===== src/rtl/ir_transmit.sv =====
// NEC infrared transmitter: serialises a 32-bit frame (LSB first) or a repeat code as a 38 kHz-modulated mark/space train.
// Accept in cycle t gives oBUSY/oENV high from t+1; requests are taken only while idle, and those arriving while busy are dropped.
module ir_transmit #(
    parameter int UNIT_CYCLES  = 28125,
    parameter int CARRIER_HALF = 658,
    parameter int USE_CARRIER  = 1,
    parameter int GUARD_UNITS  = 72
) (
    input  logic        iCLK,
    input  logic        iRST,
    input  logic        iSTART,
    input  logic        iREPEAT,
    input  logic [31:0] iDATA,
    output logic        oBUSY,
    output logic        oDONE,
    output logic        oENV,
    output logic        oIRDA_TXD
);

    localparam int MAX_UNITS = (GUARD_UNITS > 16) ? GUARD_UNITS : 16;
    localparam int CW = (UNIT_CYCLES > 1) ? $clog2(UNIT_CYCLES) : 1;
    localparam int UW = $clog2(MAX_UNITS);
    localparam int PW = (CARRIER_HALF > 1) ? $clog2(CARRIER_HALF) : 1;
    localparam logic [CW-1:0] CLK_LAST   = CW'(UNIT_CYCLES - 1);
    localparam logic [PW-1:0] PH_LAST    = PW'(CARRIER_HALF - 1);
    localparam logic [UW-1:0] GUARD_LAST = UW'(GUARD_UNITS - 1);

    typedef enum logic [2:0] {
        S_IDLE,
        S_LEAD_MARK,
        S_LEAD_SPACE,
        S_BIT_MARK,
        S_BIT_SPACE,
        S_STOP_MARK,
        S_GUARD
    } state_t;

    state_t         r_state;
    logic [CW-1:0]  r_clk_cnt;
    logic [UW-1:0]  r_unit_cnt;
    logic [31:0]    r_shift;
    logic [5:0]     r_bit_cnt;
    logic           r_rep;
    logic [PW-1:0]  r_ph;
    logic           r_car;
    logic           r_env;
    logic           r_txd;
    logic           r_busy;
    logic           r_done;

    state_t         w_state_nxt;
    logic [CW-1:0]  w_clk_nxt;
    logic [UW-1:0]  w_unit_nxt;
    logic [31:0]    w_shift_nxt;
    logic [5:0]     w_bit_nxt;
    logic           w_rep_nxt;
    logic [UW-1:0]  w_dur_last;
    logic           w_unit_end;
    logic           w_state_end;
    logic           w_env_nxt;
    logic           w_car_nxt;
    logic [PW-1:0]  w_ph_nxt;
    logic           w_txd_nxt;
    logic           w_done_nxt;

    // Last unit index of the current state; a data bit's space length comes from the LSB of the shifter.
    always_comb begin
        w_dur_last = '0;
        case (r_state)
            S_LEAD_MARK:  w_dur_last = UW'(15);
            S_LEAD_SPACE: w_dur_last = r_rep ? UW'(3) : UW'(7);
            S_BIT_SPACE:  w_dur_last = r_shift[0] ? UW'(2) : UW'(0);
            S_GUARD:      w_dur_last = GUARD_LAST;
            default:      w_dur_last = '0;
        endcase
    end

    assign w_unit_end  = (r_clk_cnt == CLK_LAST);
    assign w_state_end = w_unit_end && (r_unit_cnt == w_dur_last);

    always_comb begin
        w_state_nxt = r_state;
        w_clk_nxt   = r_clk_cnt;
        w_unit_nxt  = r_unit_cnt;
        w_shift_nxt = r_shift;
        w_bit_nxt   = r_bit_cnt;
        w_rep_nxt   = r_rep;
        if (r_state == S_IDLE) begin
            w_clk_nxt  = '0;
            w_unit_nxt = '0;
            if (iSTART) begin
                w_state_nxt = S_LEAD_MARK;
                w_shift_nxt = iDATA;
                w_bit_nxt   = '0;
                w_rep_nxt   = 1'b0;
            end else if (iREPEAT) begin
                w_state_nxt = S_LEAD_MARK;
                w_bit_nxt   = '0;
                w_rep_nxt   = 1'b1;
            end
        end else if (w_state_end) begin
            w_clk_nxt  = '0;
            w_unit_nxt = '0;
            case (r_state)
                S_LEAD_MARK:  w_state_nxt = S_LEAD_SPACE;
                S_LEAD_SPACE: w_state_nxt = r_rep ? S_STOP_MARK : S_BIT_MARK;
                S_BIT_MARK:   w_state_nxt = S_BIT_SPACE;
                S_BIT_SPACE: begin
                    w_shift_nxt = {1'b0, r_shift[31:1]};
                    w_bit_nxt   = r_bit_cnt + 6'd1;
                    w_state_nxt = (r_bit_cnt == 6'd31) ? S_STOP_MARK : S_BIT_MARK;
                end
                S_STOP_MARK:  w_state_nxt = S_GUARD;
                default:      w_state_nxt = S_IDLE;
            endcase
        end else if (w_unit_end) begin
            w_clk_nxt  = '0;
            w_unit_nxt = r_unit_cnt + UW'(1);
        end else begin
            w_clk_nxt = r_clk_cnt + CW'(1);
        end
    end

    assign w_env_nxt = (w_state_nxt == S_LEAD_MARK) || (w_state_nxt == S_BIT_MARK) ||
                       (w_state_nxt == S_STOP_MARK);

    // Marks are never adjacent, so a mark following a non-mark cycle is always a fresh mark.
    always_comb begin
        w_car_nxt = r_car;
        w_ph_nxt  = r_ph;
        if (!w_env_nxt) begin
            w_car_nxt = 1'b0;
            w_ph_nxt  = '0;
        end else if (!r_env) begin
            w_car_nxt = 1'b1;
            w_ph_nxt  = '0;
        end else if (r_ph == PH_LAST) begin
            w_car_nxt = ~r_car;
            w_ph_nxt  = '0;
        end else begin
            w_ph_nxt = r_ph + PW'(1);
        end
    end

    assign w_txd_nxt  = (USE_CARRIER != 0) ? (w_env_nxt & w_car_nxt) : w_env_nxt;
    assign w_done_nxt = (w_state_nxt == S_GUARD) && (w_clk_nxt == CLK_LAST) &&
                        (w_unit_nxt == GUARD_LAST);

    always_ff @(posedge iCLK or posedge iRST) begin
        if (iRST) begin
            r_state    <= S_IDLE;
            r_clk_cnt  <= '0;
            r_unit_cnt <= '0;
            r_shift    <= '0;
            r_bit_cnt  <= '0;
            r_rep      <= 1'b0;
            r_ph       <= '0;
            r_car      <= 1'b0;
            r_env      <= 1'b0;
            r_txd      <= 1'b0;
            r_busy     <= 1'b0;
            r_done     <= 1'b0;
        end else begin
            r_state    <= w_state_nxt;
            r_clk_cnt  <= w_clk_nxt;
            r_unit_cnt <= w_unit_nxt;
            r_shift    <= w_shift_nxt;
            r_bit_cnt  <= w_bit_nxt;
            r_rep      <= w_rep_nxt;
            r_ph       <= w_ph_nxt;
            r_car      <= w_car_nxt;
            r_env      <= w_env_nxt;
            r_txd      <= w_txd_nxt;
            r_busy     <= (w_state_nxt != S_IDLE);
            r_done     <= w_done_nxt;
        end
    end

    assign oBUSY     = r_busy;
    assign oDONE     = r_done;
    assign oENV      = r_env;
    assign oIRDA_TXD = r_txd;

endmodule


===== config.mk =====
export PLATFORM = sky130hd
export DESIGN_NAME = ir_transmit
export DESIGN_NICKNAME = d
export VERILOG_FILES = /design/src/rtl/ir_transmit.sv
export SDC_FILE = /design/constraint.sdc
export NUM_CORES = 1
export LEC_CHECK = 0
export CAP_MARGIN = 20
export CORE_AREA = 2 2 96 98
export DETAILED_ROUTE_END_ITERATION = 8
export DIE_AREA = 0 0 98 100
export DONT_BUFFER_PORTS = 1
export PLACE_DENSITY = 0.68
export SYNTH_ARGS = -nofsm -noshare
export SYNTH_HDL_FRONTEND = slang
export SYNTH_SLANG_ARGS = --single-unit

===== constraint.sdc =====
create_clock -name iCLK -period 2.4 [get_ports iCLK]
set_input_delay 0.36 -clock iCLK [delete_from_list [all_inputs] [get_ports iCLK]]
set_output_delay 0.36 -clock iCLK [all_outputs]
set_load 0.02 [all_outputs]

# Yosys cells after proc, flatten, opt, wreduce, memory -nomap -nowiden

Cells that the tools add are included.

Output and inout port bits: 4
Register bits after elaboration: 79

Mux-type cells: 33
Bitwise gates (word level): 2
Reductions and logical operators: 13
Equal/unequal tests: 18
Add/subtract/negate cells: 4

Operators by type and width:

| kind                    | count |
|---|---|
| $mux W32                | 4 |
| $mux W15                | 3 |
| $eq A15 B15 Y1 const B  | 2 |
| $mux W10                | 3 |
| $mux W6                 | 5 |
| $pmux W7 S4             | 1 |
| $mux W3                 | 7 |
| $mux W7                 | 3 |
| $add A15 B1 Y15 const B | 1 |
| $eq A3 B3 Y1 const B    | 5 |
| $pmux W3 S5             | 1 |
| $add A10 B1 Y10 const B | 1 |
| $eq A10 B10 Y1 const B  | 1 |
| $eq A3 B2 Y1 const B    | 3 |
| $add A7 B1 Y7 const B   | 1 |
| $eq A7 B7 Y1            | 1 |
| $eq A7 B7 Y1 const B    | 1 |
| $add A6 B1 Y6 const B   | 1 |
| $eq A3 B1 Y1 const B    | 2 |
| $eq A6 B5 Y1 const B    | 1 |
| $reduce_and A3 Y1       | 2 |
| $reduce_bool A2 Y1      | 3 |
| $mux W1                 | 5 |
| $logic_and A1 B1 Y1     | 3 |
| other kinds (9)         | 10 |

# Longest topological paths before layout

Word-level depth: 11
Mapped depth: 11
Depth with buffers taken out: 8

# Worst setup path before layout

OpenSTA, ideal clock, no wires.

Path kind: register to register
Start: reg r_clk_cnt[0]
End: reg r_car
Data required time: 2.262 ns
Arrival: 2.086 ns
Cell stages (with the launch flop): 11
Setup slack: 0.176 ns
Buffers on the path: 2
Library setup time: 0.138 ns
Path through: dfrtp_1 > inv_1 > ha_1 > nand3b_1 > nor4_2 > o311a_1 > buf_6 > nand4_1 > a211oi_2 > buf_4 > a211oi_2

Word-level cells in the longest chain between the ends: 8
Elaborated cells between the ends (all ways): 10

RTL lines:

| element                                             | line | RTL |
|---|---|---|
| from (decl)                                         | 39   | `logic [CW-1:0] r_clk_cnt;` |
| from (signal assigned)                              | 165  | `r_clk_cnt <= w_clk_nxt;` |
| $eq A15 B15 Y1 (*)                                  | 78   | `assign w_unit_end = (r_clk_cnt == CLK_LAST);` |
| $logic_and A1 B1 Y1 (*)                             | 79   | `assign w_state_end = w_unit_end && (r_unit_cnt == w_dur_last);` |
| $mux W3 (*)                                         | 101  | `end else if (w_state_end) begin` |
| $mux W3 (*)                                         | 88   | `if (r_state == S_IDLE) begin` |
| $eq A3 B1 Y1 / $eq A3 B2 Y1 (equally long branches) | 124  | `assign w_env_nxt = (w_state_nxt == S_LEAD_MARK) \|\| (w_state_nxt == S_BIT_MARK) \|\|` |
| $logic_or A1 B1 Y1                                  | 124  |  |
| $logic_or A1 B1 Y1 (*)                              | 124  |  |
| $mux W1 (*)                                         | 131  | `if (!w_env_nxt) begin` |
| named net w_car_nxt                                 | 61   | `logic w_car_nxt;` |
| to (signal assigned)                                | 171  | `r_car <= w_car_nxt;` |
| to (decl)                                           | 45   | `logic r_car;` |

Mark *: on every way through the listed nets, which the timed path passes. The rest lies on a longest branch.
A chain may end at the register's enable or synchronous reset.

# Worst setup path after layout

Start: reg r_state[0]
End: reg r_busy (netlist: oBUSY)

Word-level cells in the longest chain between the ends: 7
Elaborated cells between the ends (all ways): 16

RTL lines:

| element                                    | line | RTL |
|---|---|---|
| from (decl)                                | 38   | `state_t r_state;` |
| from (signal assigned)                     | 164  | `r_state <= w_state_nxt;` |
| $eq A3 B3 Y1, or another cell as far along | 69   | `case (r_state)` |
| $pmux W7 S4                                | 69   |  |
| $eq A7 B7 Y1                               | 79   |  |
| $logic_and A1 B1 Y1                        | 79   |  |
| $mux W3                                    | 101  |  |
| $mux W3 (*)                                | 88   |  |
| $reduce_bool A3 Y1 (*)                     | 174  | `r_busy <= (w_state_nxt != S_IDLE);` |
| to (signal assigned)                       | 174  |  |
| to (decl)                                  | 48   | `logic r_busy;` |

Every way passes the cells marked *; elsewhere a longest branch is shown, timed or not.

==> reports/results.txt <==
Reg clk slew, reported paths - 0.09 ns
sequential power share - 53.2%
status - finished, final reports clean
cells after synthesis - 451
syn avg cell area - 9.40 µm²
post-synthesis xor/xnor area fraction - 6.61%
Max-cap violations - 0
wire per inst - 16.2 µm
H-Tree Depth - 3
initial antenna violation count - 0
P_leak - 2.16 nW
post-placement cell count - 557
proportion of layout cells with a drive suffix above 1 - 15.5%
switching power - 0.551 mW
routed vias/inst - 5.92
worst hold path type - primary input to register
Critical Path Source Type - register
mux contribution to synthesized area - 0.236%
initial drt markers - 253
vias in the first global route - 3375
Most used DFF post-synth - dfrtp_1
first-pass GRT wire length - 15900 µm
min Tclk post-route - 2.27 ns
GRT Total Usage - 19.8%
Starting Density - 47.7%
Mapped Area - 4240 µm²
# DRC - 0
synth warn - 0
Compound-Gate Fraction of Synth Area - 19.8%
Worst Tran Pin Value - 0.626 ns
Synth Area in Adders - 1.77%
final hold violation count - 0
synth cell count leaders - dfrtp_1, a21oi_1, o22ai_1
Power Internal - 1.92 mW
crit path kind - register to register
Tcrit/Tclk final - 94.4%
Pwr per Cell Area - 516 nW/µm²
Final Skew - 0.0118 ns
Syn Nets - 493
Critical Path AT - 2.49 ns
CP max-delay cell - dfrtp_1
EDFF count, synth - 0
Setup Viol. Count Final - 0
Post-Layout Cell Count - 577
Cell Chain, Critical Path - or3b_1 -> o32a_1 -> o211ai_4 -> and3_1 -> o211a_4 -> o211ai_1
Area Growth Syn to Fin - 12.8%
RSZ-0062 raised after global routing - no
clk_lat worst skew - 0.36 ns
# IOs - 40
Die X - 98 µm
CTS Buffer Depth - 2
Crit Path Max Fanout - 14
Die ar. - 9800 µm²
Die Y - 100 µm
FMAX - 441 MHz
Synth top area share - 46.0%
Max IR drop VDD - 0.310 mV
Port Buf Inserts - 0
RD Place Congestion - 0.939
top-count cell post-synth - dfrtp_1
setup ws final - 0.134 ns
CP Data Required Time - 2.62 ns
max-slew violations - 0
via count - 3415
worst hold slack - 0.0872 ns
Clk pwr share - 45.5%
DP Worst Slack - 0.0748 ns
DPL Wire Length - 6470 µm
largest net degree at the start of global routing - 47
switching portion of total power - 22.3%
post-route ant nets - 0
# diodes - 0
Crit. End Element - register
CTS Buf Count - 9
Sink Count - 78
Synth area leaders - dfrtp_1, a21oi_1, o22ai_1, xnor2_1, xor2_1
simple-gate portion of the synthesized area - 20.6%
setup TNS - 0 ns
Netlist cell types - 56
async set-reset flop share out of synthesis - 100%
largest family of logic cells by synthesized area - simple AND/OR/NAND/NOR gates
Yosys reg bits - 78
CTS tree - yes
CTS Root Cell - clkbuf_8
slew margin rel. - 58.0%
Logic pwr share - 1.3%
global route overflow - 0
Synth area leader - dfrtp_1
max incr delay on CP - 0.41 ns
routed wire length - 9320 µm
DRT Pass-1 Iters - 4
Row Count - 35
final net count - 503
Seq/Total Area, Yosys - 46.0%
core area - 8890 µm²
## area by class of cell
type                    count  area (µm²)
clock inverters             7         103
inverters                  15        57.6
multi-input cells         327        2130
well taps                 111         139
repair buffers             30         273
fillers                   815        4110
clock buffers               9         124
flip-flops and latches     78        1950
## layer usage
layer	up-vias	global-route usage, %	routed length (µm)
met4	0	7.48	182
li1	1669	-	-
met1	1652	26.6	4180
met3	17	5.57	489
met2	77	30.8	4470
met5	-	0	0
## worst max-delay path: cells and delay by family (launching register included)
family             cells  cell delay [ns]
and+or+nand+nor        2             0.72
DFF                    1             0.41
AOI/OAI and AO/OA      4             1.00
## power groups by stage
stage,combinational [mW],clock [mW],sequential [mW]
after floorplan,0.0288,0,1.34
after global placement,0.0330,0,1.34
after detailed placement,0.0332,0,1.34
after CTS,0.0347,1.15,1.31
after global routing,0.0391,1.21,1.31
final,0.0324,1.12,1.31
## final timing paths
check,startpoint,to,slack [ns],cells after the start
worst max-delay path,r_state[0]$_DFF_PP0_,oBUSY$_DFF_PP0_,0.13,6
worst max register to register,r_state[0]$_DFF_PP0_,oBUSY$_DFF_PP0_,0.13,6
worst min-delay path,iSTART,r_rep$_DFFE_PP0P_,0.09,1
worst min register to register,r_bit_cnt[0]$_DFFE_PP0P_,r_bit_cnt[0]$_DFFE_PP0P_,0.54,1
max in group asynchronous,iRST,r_clk_cnt[3]$_DFF_PP0_,1.28,3
min in group asynchronous,iRST,r_clk_cnt[10]$_DFF_PP0_,0.51,2
## registers in the layout, summed over array words and instances, names as in the netlist
| signal | cells |
|---|---|
| r_shift | 32 |
| oDONE | 1 |
| r_state | 3 |
| r_bit_cnt | 6 |
| r_rep | 1 |
| r_unit_cnt | 7 |
| oBUSY | 1 |
| r_car | 1 |
| oENV | 1 |
| r_clk_cnt | 15 |
| r_ph | 10 |
## metrics by stage
stage          utilization (%)  instance area, µm²  power [mW]
2_1_floorplan                -                4240        1.37
3_3_place_gp              50.1                4450        1.37
3_5_place_dp              50.1                4450        1.37
4_1_cts                   52.7                4690        2.49
5_1_grt                   53.8                4780        2.57
6_report                  53.8                4780        2.47
## what timing repair did
item | in CTS | in global routing
hold endpoints to repair | 32 | 0
setup endpoints to repair | 0 | 51
setup buffers | 0 | 3
gates resized for setup | 0 | 11
hold buffers | 1 | 0
## cells by family (layout without fill, tap and decap cells)
| family | count (synthesis) | after routing |
|---|---|---|
| muxes | 1 | 1 |
| DFF | 78 | 78 |
| xor gates and xnor gates | 32 | 32 |
| AOI/OAI and AO/OA | 141 | 141 |
| buffers and inverters | 46 | 61 |
| and+or+nand+nor | 147 | 147 |
| adders and majority gates | 6 | 6 |
## placed cells by master, fill, tap and decap left out, types with 2 or more instances in the layout
cell type / netlist / final
nand3b_1: 2 / 2
o22ai_1: 36 / 36
and3_1: 7 / 7
nor4_4: 1 / 2
nor2b_1: 4 / 4
nor4b_2: 4 / 4
nor3b_1: 3 / 2
dfrtp_1: 78 / 78
buf_4: 1 / 25
a211oi_2: 2 / 2
inv_6: 0 / 3
a41oi_1: 2 / 2
o21ai_0: 5 / 5
nor4bb_1: 2 / 2
nand3_1: 16 / 16
nor4_1: 4 / 4
nand4_1: 10 / 10
a21oi_1: 76 / 76
and4_1: 4 / 4
and3b_1: 4 / 4
xor2_1: 15 / 15
a31o_2: 2 / 2
o21ai_1: 6 / 6
bufinv_16: 0 / 2
clkbuf_8: 0 / 9
nand2_1: 24 / 24
nand4b_1: 2 / 2
nor2_1: 34 / 33
nor3_2: 6 / 7
or3_1: 4 / 4
inv_1: 14 / 13
buf_12: 0 / 3
ha_1: 6 / 6
xnor2_1: 17 / 16
nor3_1: 9 / 8
No activity file was read; power rests on OpenSTA's default activity.
==> RTL change 1 (same flow settings) <==
`USE_CARRIER`: 1 -> 0.
--- a/src/rtl/ir_transmit.sv
+++ b/src/rtl/ir_transmit.sv
@@ -3,7 +3,7 @@
 module ir_transmit #(
     parameter int UNIT_CYCLES  = 28125,
     parameter int CARRIER_HALF = 658,
-    parameter int USE_CARRIER  = 1,
+    parameter int USE_CARRIER  = 0,
     parameter int GUARD_UNITS  = 72
 ) (
     input  logic        iCLK,
Function: same outputs for any inputs over 10 cycles, from zero or initial values and one cycle with iRST high; that may be too few to reach the edited logic, so the function may still have changed.
==> RTL change 1 against the original RTL <==
  * The flow now finishes with violations (negative setup slack)
  * Routed wire length fell by 16%
  * First-iteration DRC count fell by 30%
  * Worst setup slack got worse by 170 ps
  * Final area fell by 8.0%
  * Global-route usage fell by 3.5 points
  * Die area did not move
  * Sequential cell count fell by 11
  * Count of clock-buffer cells in the layout rose by 3
  * Core utilization fell by 4.3 points
  * Area after synthesis fell by 13%
  * Synthesized cell count fell by 24%
  * Critical endpoint is now oIRDA_TXD$_DFF_PP0_
Power is not compared: it rests on default switching activity, and its combinational part moved more than twofold at a synthesized area within 25%.
==> RTL change 1: results (changes against the original RTL) <==
{| class="wikitable"
! Metric !! Value
|-
| Cell types occupying the most area after synthesis || sky130_fd_sc_hd__dfrtp_1, sky130_fd_sc_hd__mux2_2, sky130_fd_sc_hd__nor2_1
|-
| Final Setup Violations || 1 (+1)
|-
| Worst-case clock skew || 11.5 ps (-0.294 ps)
|-
| Clock edge transition at the registers on the reported setup and hold paths || 70 ps (-20 ps)
|-
| Later-pin clock latency in the skew report || 340 ps (-20 ps)
|-
| Worst-path cell with the longest stage delay || sky130_fd_sc_hd__dfrtp_2
|-
| Worst slack at placement || -81.8 ps (-157 ps)
|-
| Total via count in the routed design || 2724 (-20%)
|-
| Via count of the first global-routing pass || 2837 (-16%)
|-
| Longest individual stage delay on the worst path || 450 ps (+40 ps)
|-
| Fin nets || 414 (-18%)
|-
| Registers with the most flip-flops || r_shift (32), r_clk_cnt (15), r_unit_cnt (7)
|-
| Result of the run || complete, but fails checks
|-
| Post-route worst setup slack || -39.3 ps (-173 ps)
|-
| Total routing usage reported by global routing || 16.3% (-3.5 points)
|-
| Final estimated routing congestion in global placement || 0.831 (-12%)
|-
| Total placed instance area || 4050 um2 (-9.1%)
|-
| Total wirelength of the detailed-routed design || 7810 um (-16%)
|-
| Share of the synthesized area in compound gates (AO/OA/AOI/OAI) || 8.01% (-12 points)
|-
| Post-Syn Nets || 385 (-22%)
|-
| Max-Slew Margin vs Limit || 58.9% (+0.96 points)
|-
| Share of the yosys chip area belonging to registers || 45.5% (-0.59 points)
|-
| Gate count after technology mapping || 345 (-24%)
|-
| Post-synthesis share of cell area spent on xor and xnor gates || 4.75% (-1.9 points)
|-
| Maximum fanout along the worst path || 6 (-8)
|-
| Synth top cells by count || sky130_fd_sc_hd__dfrtp_1, sky130_fd_sc_hd__mux2_2, sky130_fd_sc_hd__nor2_1
|-
| Final instance count without filler cells || 490 (-15%)
|-
| Top Family by Delay on Critical Path || simple AND/OR/NAND/NOR gates
|-
| First-iteration detailed-routing DRC count || 177 (-30%)
|-
| Share of cell area taken by muxes after synthesis || 19.5% (+19 points)
|-
| Violations in the final reports || negative setup slack
|-
| DP Wirelength || 5380 um (-17%)
|-
| Post-synth top area share || 45.5% (-0.59 points)
|}
RTL change 1: changes by cell type after synthesis, moves of 6 or more:
cell and change:
sky130_fd_sc_hd__mux2_2 +57, sky130_fd_sc_hd__nand3_1 -7, sky130_fd_sc_hd__xnor2_1 -6, sky130_fd_sc_hd__nand2_1 -7
sky130_fd_sc_hd__a21oi_1 -64, sky130_fd_sc_hd__nor3_2 -6, sky130_fd_sc_hd__xor2_1 -6, sky130_fd_sc_hd__mux2_1 +6
sky130_fd_sc_hd__o22ai_1 -36, sky130_fd_sc_hd__dfrtp_1 -11
RTL change 1: logic make-up (layout without fill, tap and decap cells):
kind of cell | after synthesis | in the layout
buffers and inverters | 31 | 64
AND/OR/NAND/NOR | 115 | 116
adder cells (fa/ha/maj) | 4 | 4
AO/OA/AOI/OAI | 44 | 44
XOR/XNOR | 20 | 20
multiplexers | 64 | 64
flip-flops | 67 | 67
RTL change 1: final cells by class:
class / count / area [um2]
clock buffer: 12 / 155
clock inverter: 4 / 48.8
fill: 777 / 4490
inverter: 11 / 41.3
multi-input combinational: 248 / 2030
sequential: 67 / 1680
tap: 111 / 139
timing repair buffer: 37 / 305
RTL change 1: timing repair:
item                                    CTS  global route
endpoints found under the hold margin    26             0
gates cloned                              0             1
hold buffers                              1             0
setup buffers                             0             2
resized for setup                         2            24
pin swaps                                 1             4
endpoints found under the setup margin   45            46
RTL change 1: worst reg2reg max path: cells and delay by family, from the launching register on:
family	cells	cell delay [ps]
flops	1	450
simple gates	4	1390
compound gates	2	520
RTL change 1: layer usage:
layer / up-vias / wire length [um] / global-route usage [%]
li1: 1299 / - / -
met1: 1341 / 3390 / 19.9
met2: 60 / 3770 / 26.6
met3: 24 / 419 / 5.15
met4: 0 / 227 / 7.37
met5: - / 0 / 0
RTL change 1: path summary, 6_finish.rpt:
path                                         start                 endpoint  slack (ps)  cells after the start
setup / recovery              r_state[2]$_DFF_PP0_      oIRDA_TXD$_DFF_PP0_         -40                      6
hold / removal                              iSTART        r_rep$_DFFE_PP0P_         110                      1
setup reg to reg              r_state[2]$_DFF_PP0_      oIRDA_TXD$_DFF_PP0_         -40                      6
hold reg to reg            r_shift[24]$_DFFE_PP0P_  r_shift[24]$_DFFE_PP0P_         500                      1
max in group asynchronous                     iRST  r_shift[23]$_DFFE_PP0P_        1190                      3
min in group asynchronous                     iRST   r_clk_cnt[1]$_DFF_PP0_         550                      2
RTL change 1: power by group through the flow:
stage / logic, W / clock network [W] / registers [W]
final: 0.000809 / 0.000953 / 0.00159
after CTS: 0.000808 / 0.000981 / 0.00159
after floorplan: 0.000618 / 0 / 0.00157
after global placement: 0.000761 / 0 / 0.00159
after global routing: 0.000906 / 0.00103 / 0.00163
after detailed placement: 0.000800 / 0 / 0.00161
==> RTL change 2 (config.mk and constraints unchanged) <==
Made on the original files. `r_shift` no longer has a reset.
--- a/src/rtl/ir_transmit.sv
+++ b/src/rtl/ir_transmit.sv
@@ -151,7 +151,6 @@
             r_state    <= S_IDLE;
             r_clk_cnt  <= '0;
             r_unit_cnt <= '0;
-            r_shift    <= '0;
             r_bit_cnt  <= '0;
             r_rep      <= 1'b0;
             r_ph       <= '0;
@@ -164,7 +163,6 @@
             r_state    <= w_state_nxt;
             r_clk_cnt  <= w_clk_nxt;
             r_unit_cnt <= w_unit_nxt;
-            r_shift    <= w_shift_nxt;
             r_bit_cnt  <= w_bit_nxt;
             r_rep      <= w_rep_nxt;
             r_ph       <= w_ph_nxt;
@@ -176,6 +174,10 @@
         end
     end
 
+    always_ff @(posedge iCLK) begin
+        r_shift <= w_shift_nxt;
+    end
+
     assign oBUSY     = r_busy;
     assign oDONE     = r_done;
     assign oENV      = r_env;
Behaviour: no difference found for any inputs over 10 cycles, from zero or initial values and one cycle with iRST high; that may be too few to reach the edited logic, so the function may still have changed.
==> RTL change 2 against the original RTL <==
  * The run now ends with negative setup slack left
  * Sequential cell count stayed put
  * Routed wire length is 15% lower
  * Worst setup slack worse by 200 ps
  * Area after synthesis is 5.8% lower
  * Final area is 0.37% higher
  * Fmax is 7.9% lower
Power is not compared: it rests on default switching activity, and its combinational part moved more than twofold at a synthesized area within 25%.
==> RTL change 2: results (changes against the original RTL) <==
{| class="wikitable"
! Metric !! Value
|-
| Static power due to leakage || about 1.9 nW
|-
| Share of the yosys chip area belonging to registers || 52.9% (+6.8 points)
|-
| Final Setup Violations || 31 (+31)
|-
| First-pass GRT wire length || 13100 um (-17%)
|-
| Count of buffers inserted at the top-level ports || 0 (unchanged)
|-
| First-iteration detailed-routing DRC count || 110 (-57%)
|-
| Post-route worst setup slack || -61.6 ps (-196 ps)
|-
| Total via count in the routed design || 2727 (-20%)
|-
| Worst slack at placement || -171 ps (-245 ps)
|-
| Cell total after placement || 460 (-17%)
|-
| Worst-case clock skew || 11.8 ps (+0.0637 ps)
|-
| Final estimated routing congestion in global placement || 0.817 (-13%)
|-
| Via count of the first global-routing pass || 2760 (-18%)
|-
| Fraction of met1 tracks used by global routing || 20.4% (-6.3 points)
|-
| Critical Path AT || 2530 ps (+40 ps)
|-
| Setup total negative slack || -1580 ps (-1580 ps)
|-
| Routed length on met1 || 3470 um (-17%)
|-
| Total routing usage reported by global routing || 16.6% (-3.2 points)
|-
| Result of the run || complete, but fails checks
|-
| DP Wirelength || 5350 um (-17%)
|-
| Synth top cells by count || sky130_fd_sc_hd__dfrtp_1, sky130_fd_sc_hd__edfxtp_1, sky130_fd_sc_hd__mux2_2, sky130_fd_sc_hd__nor2_1, sky130_fd_sc_hd__xor2_1
|-
| Highest layer used for signal routing || met4
|-
| Pin slew with the least headroom to its limit || 633 ps (+6.96 ps)
|-
| Synth async-reset ratio || 59.0% (-41 points)
|-
| Filler cell count in the final layout || 736 (-9.7%)
|-
| Total wirelength of the detailed-routed design || 7900 um (-15%)
|-
| Violations in the final reports || negative setup slack
|-
| Pint || roughly 0.0023 W
|-
| First drt pass iteration count || 4 (unchanged)
|-
| Clk root buf || sky130_fd_sc_hd__clkbuf_8
|-
| Fin nets || 415 (-17%)
|-
| Count of distinct cell types in the synthesized netlist || 63 (+13%)
|-
| Met3 usage || 5.01% (-0.56 points)
|-
| Total placed instance area || 4270 um2 (-4.0%)
|-
| Antenna violations before repair || 0 (unchanged)
|-
| Clock edge transition at the registers on the reported setup and hold paths || 90 ps (about the same)
|-
| Wire length on met2 || 3820 um (-15%)
|-
| Number of enable-type register cells in the synthesized netlist || 32 (+32)
|-
| Met2 global-route usage || 27.9% (-2.9 points)
|-
| Hold crit path type || input port to flop
|-
| Share of layout cells above drive strength 1 || 33.3% (+18 points)
|-
| Cell types occupying the most area after synthesis || sky130_fd_sc_hd__dfrtp_1, sky130_fd_sc_hd__edfxtp_1, sky130_fd_sc_hd__mux2_2
|-
| Post-Syn Nets || 382 (-23%)
|-
| Gate count after technology mapping || 340 (-25%)
|-
| Avg Vias per Cell || 5.58 (-5.8%)
|-
| Met3 layer wire length in the routed design || 443 um (-9.4%)
|-
| IR drop worst, VDD || 378 uV
|}
[RTL change 2: critical path, cell delays in order, from the launching register on]
cell,delay (ps)
sky130_fd_sc_hd__dfrtp_1,400
sky130_fd_sc_hd__inv_2,70
sky130_fd_sc_hd__ha_4,130
sky130_fd_sc_hd__buf_6,80
sky130_fd_sc_hd__nand4b_1,170
sky130_fd_sc_hd__nor4_4,420
sky130_fd_sc_hd__buf_4,170
sky130_fd_sc_hd__o211ai_1,120
sky130_fd_sc_hd__nor4b_4,290
sky130_fd_sc_hd__a21o_4,190
sky130_fd_sc_hd__buf_12,150
[RTL change 2: layout make-up]
type                            instances  share of cell area, %
Tap cell                              111                   2.89
Clock buffer                            9                   2.58
Multi-Input combinational cell        237                   41.2
Clock inverter                          7                   1.67
Timing Repair Buffer                   36                   6.78
Inverter                               11                  0.860
Sequential cell                        78                   44.0
[RTL change 2: final timing paths]
path | depth (start not counted) | end | slack, ps | start
worst max-delay path | 10 | r_shift[17]$_DFFE_PP_ | -60 | r_clk_cnt[1]$_DFF_PP0_
min in group asynchronous | 2 | r_clk_cnt[7]$_DFF_PP0_ | 420 | iRST
worst min register to register | 1 | r_bit_cnt[0]$_DFFE_PP0P_ | 500 | r_bit_cnt[0]$_DFFE_PP0P_
worst max register to register | 10 | r_shift[17]$_DFFE_PP_ | -60 | r_clk_cnt[1]$_DFF_PP0_
max in group asynchronous | 3 | r_ph[3]$_DFF_PP0_ | 1500 | iRST
worst min-delay path | 1 | r_rep$_DFFE_PP0P_ | 90 | iSTART
[RTL change 2: stage by stage]
step | util [%] | total power (W)
finish | 54.0 | 0.00318
global route | 54.0 | 0.00334
CTS | 51.0 | 0.00310
detailed placement | 48.1 | 0.00205
global placement | 48.1 | 0.00203
floorplan | - | 0.00193
[RTL change 2: power by group through the flow]
stage                     combinational [W]  sequential [W]  clock [W]
after global routing               0.000605         0.00164    0.00110
after global placement             0.000392         0.00164          0
after detailed placement           0.000405         0.00165          0
after CTS                          0.000440         0.00161    0.00104
after floorplan                    0.000302         0.00163          0
final                              0.000548         0.00162    0.00101
[RTL change 2: cells by family after synthesis]
logic type,Yosys count,share of synthesized area [%]
XOR/XNOR,29,6.36
adder cells (fa/ha/maj),6,1.88
buffers and inverters,25,3.16
flip-flops,78,52.9
AND/OR/NAND/NOR,131,19.6
AO/OA/AOI/OAI,39,7.11
multiplexers,32,8.99
[RTL change 2: what timing repair did]
action / CTS / global route
cloned: 0 / 1
setup buffers: 6 / 5
hold endpoints to repair: 0 / 14
hold buffers: 0 / 1
gates resized for setup: 7 / 39
pin swaps: 7 / 12
setup endpoints to repair: 1 / 50
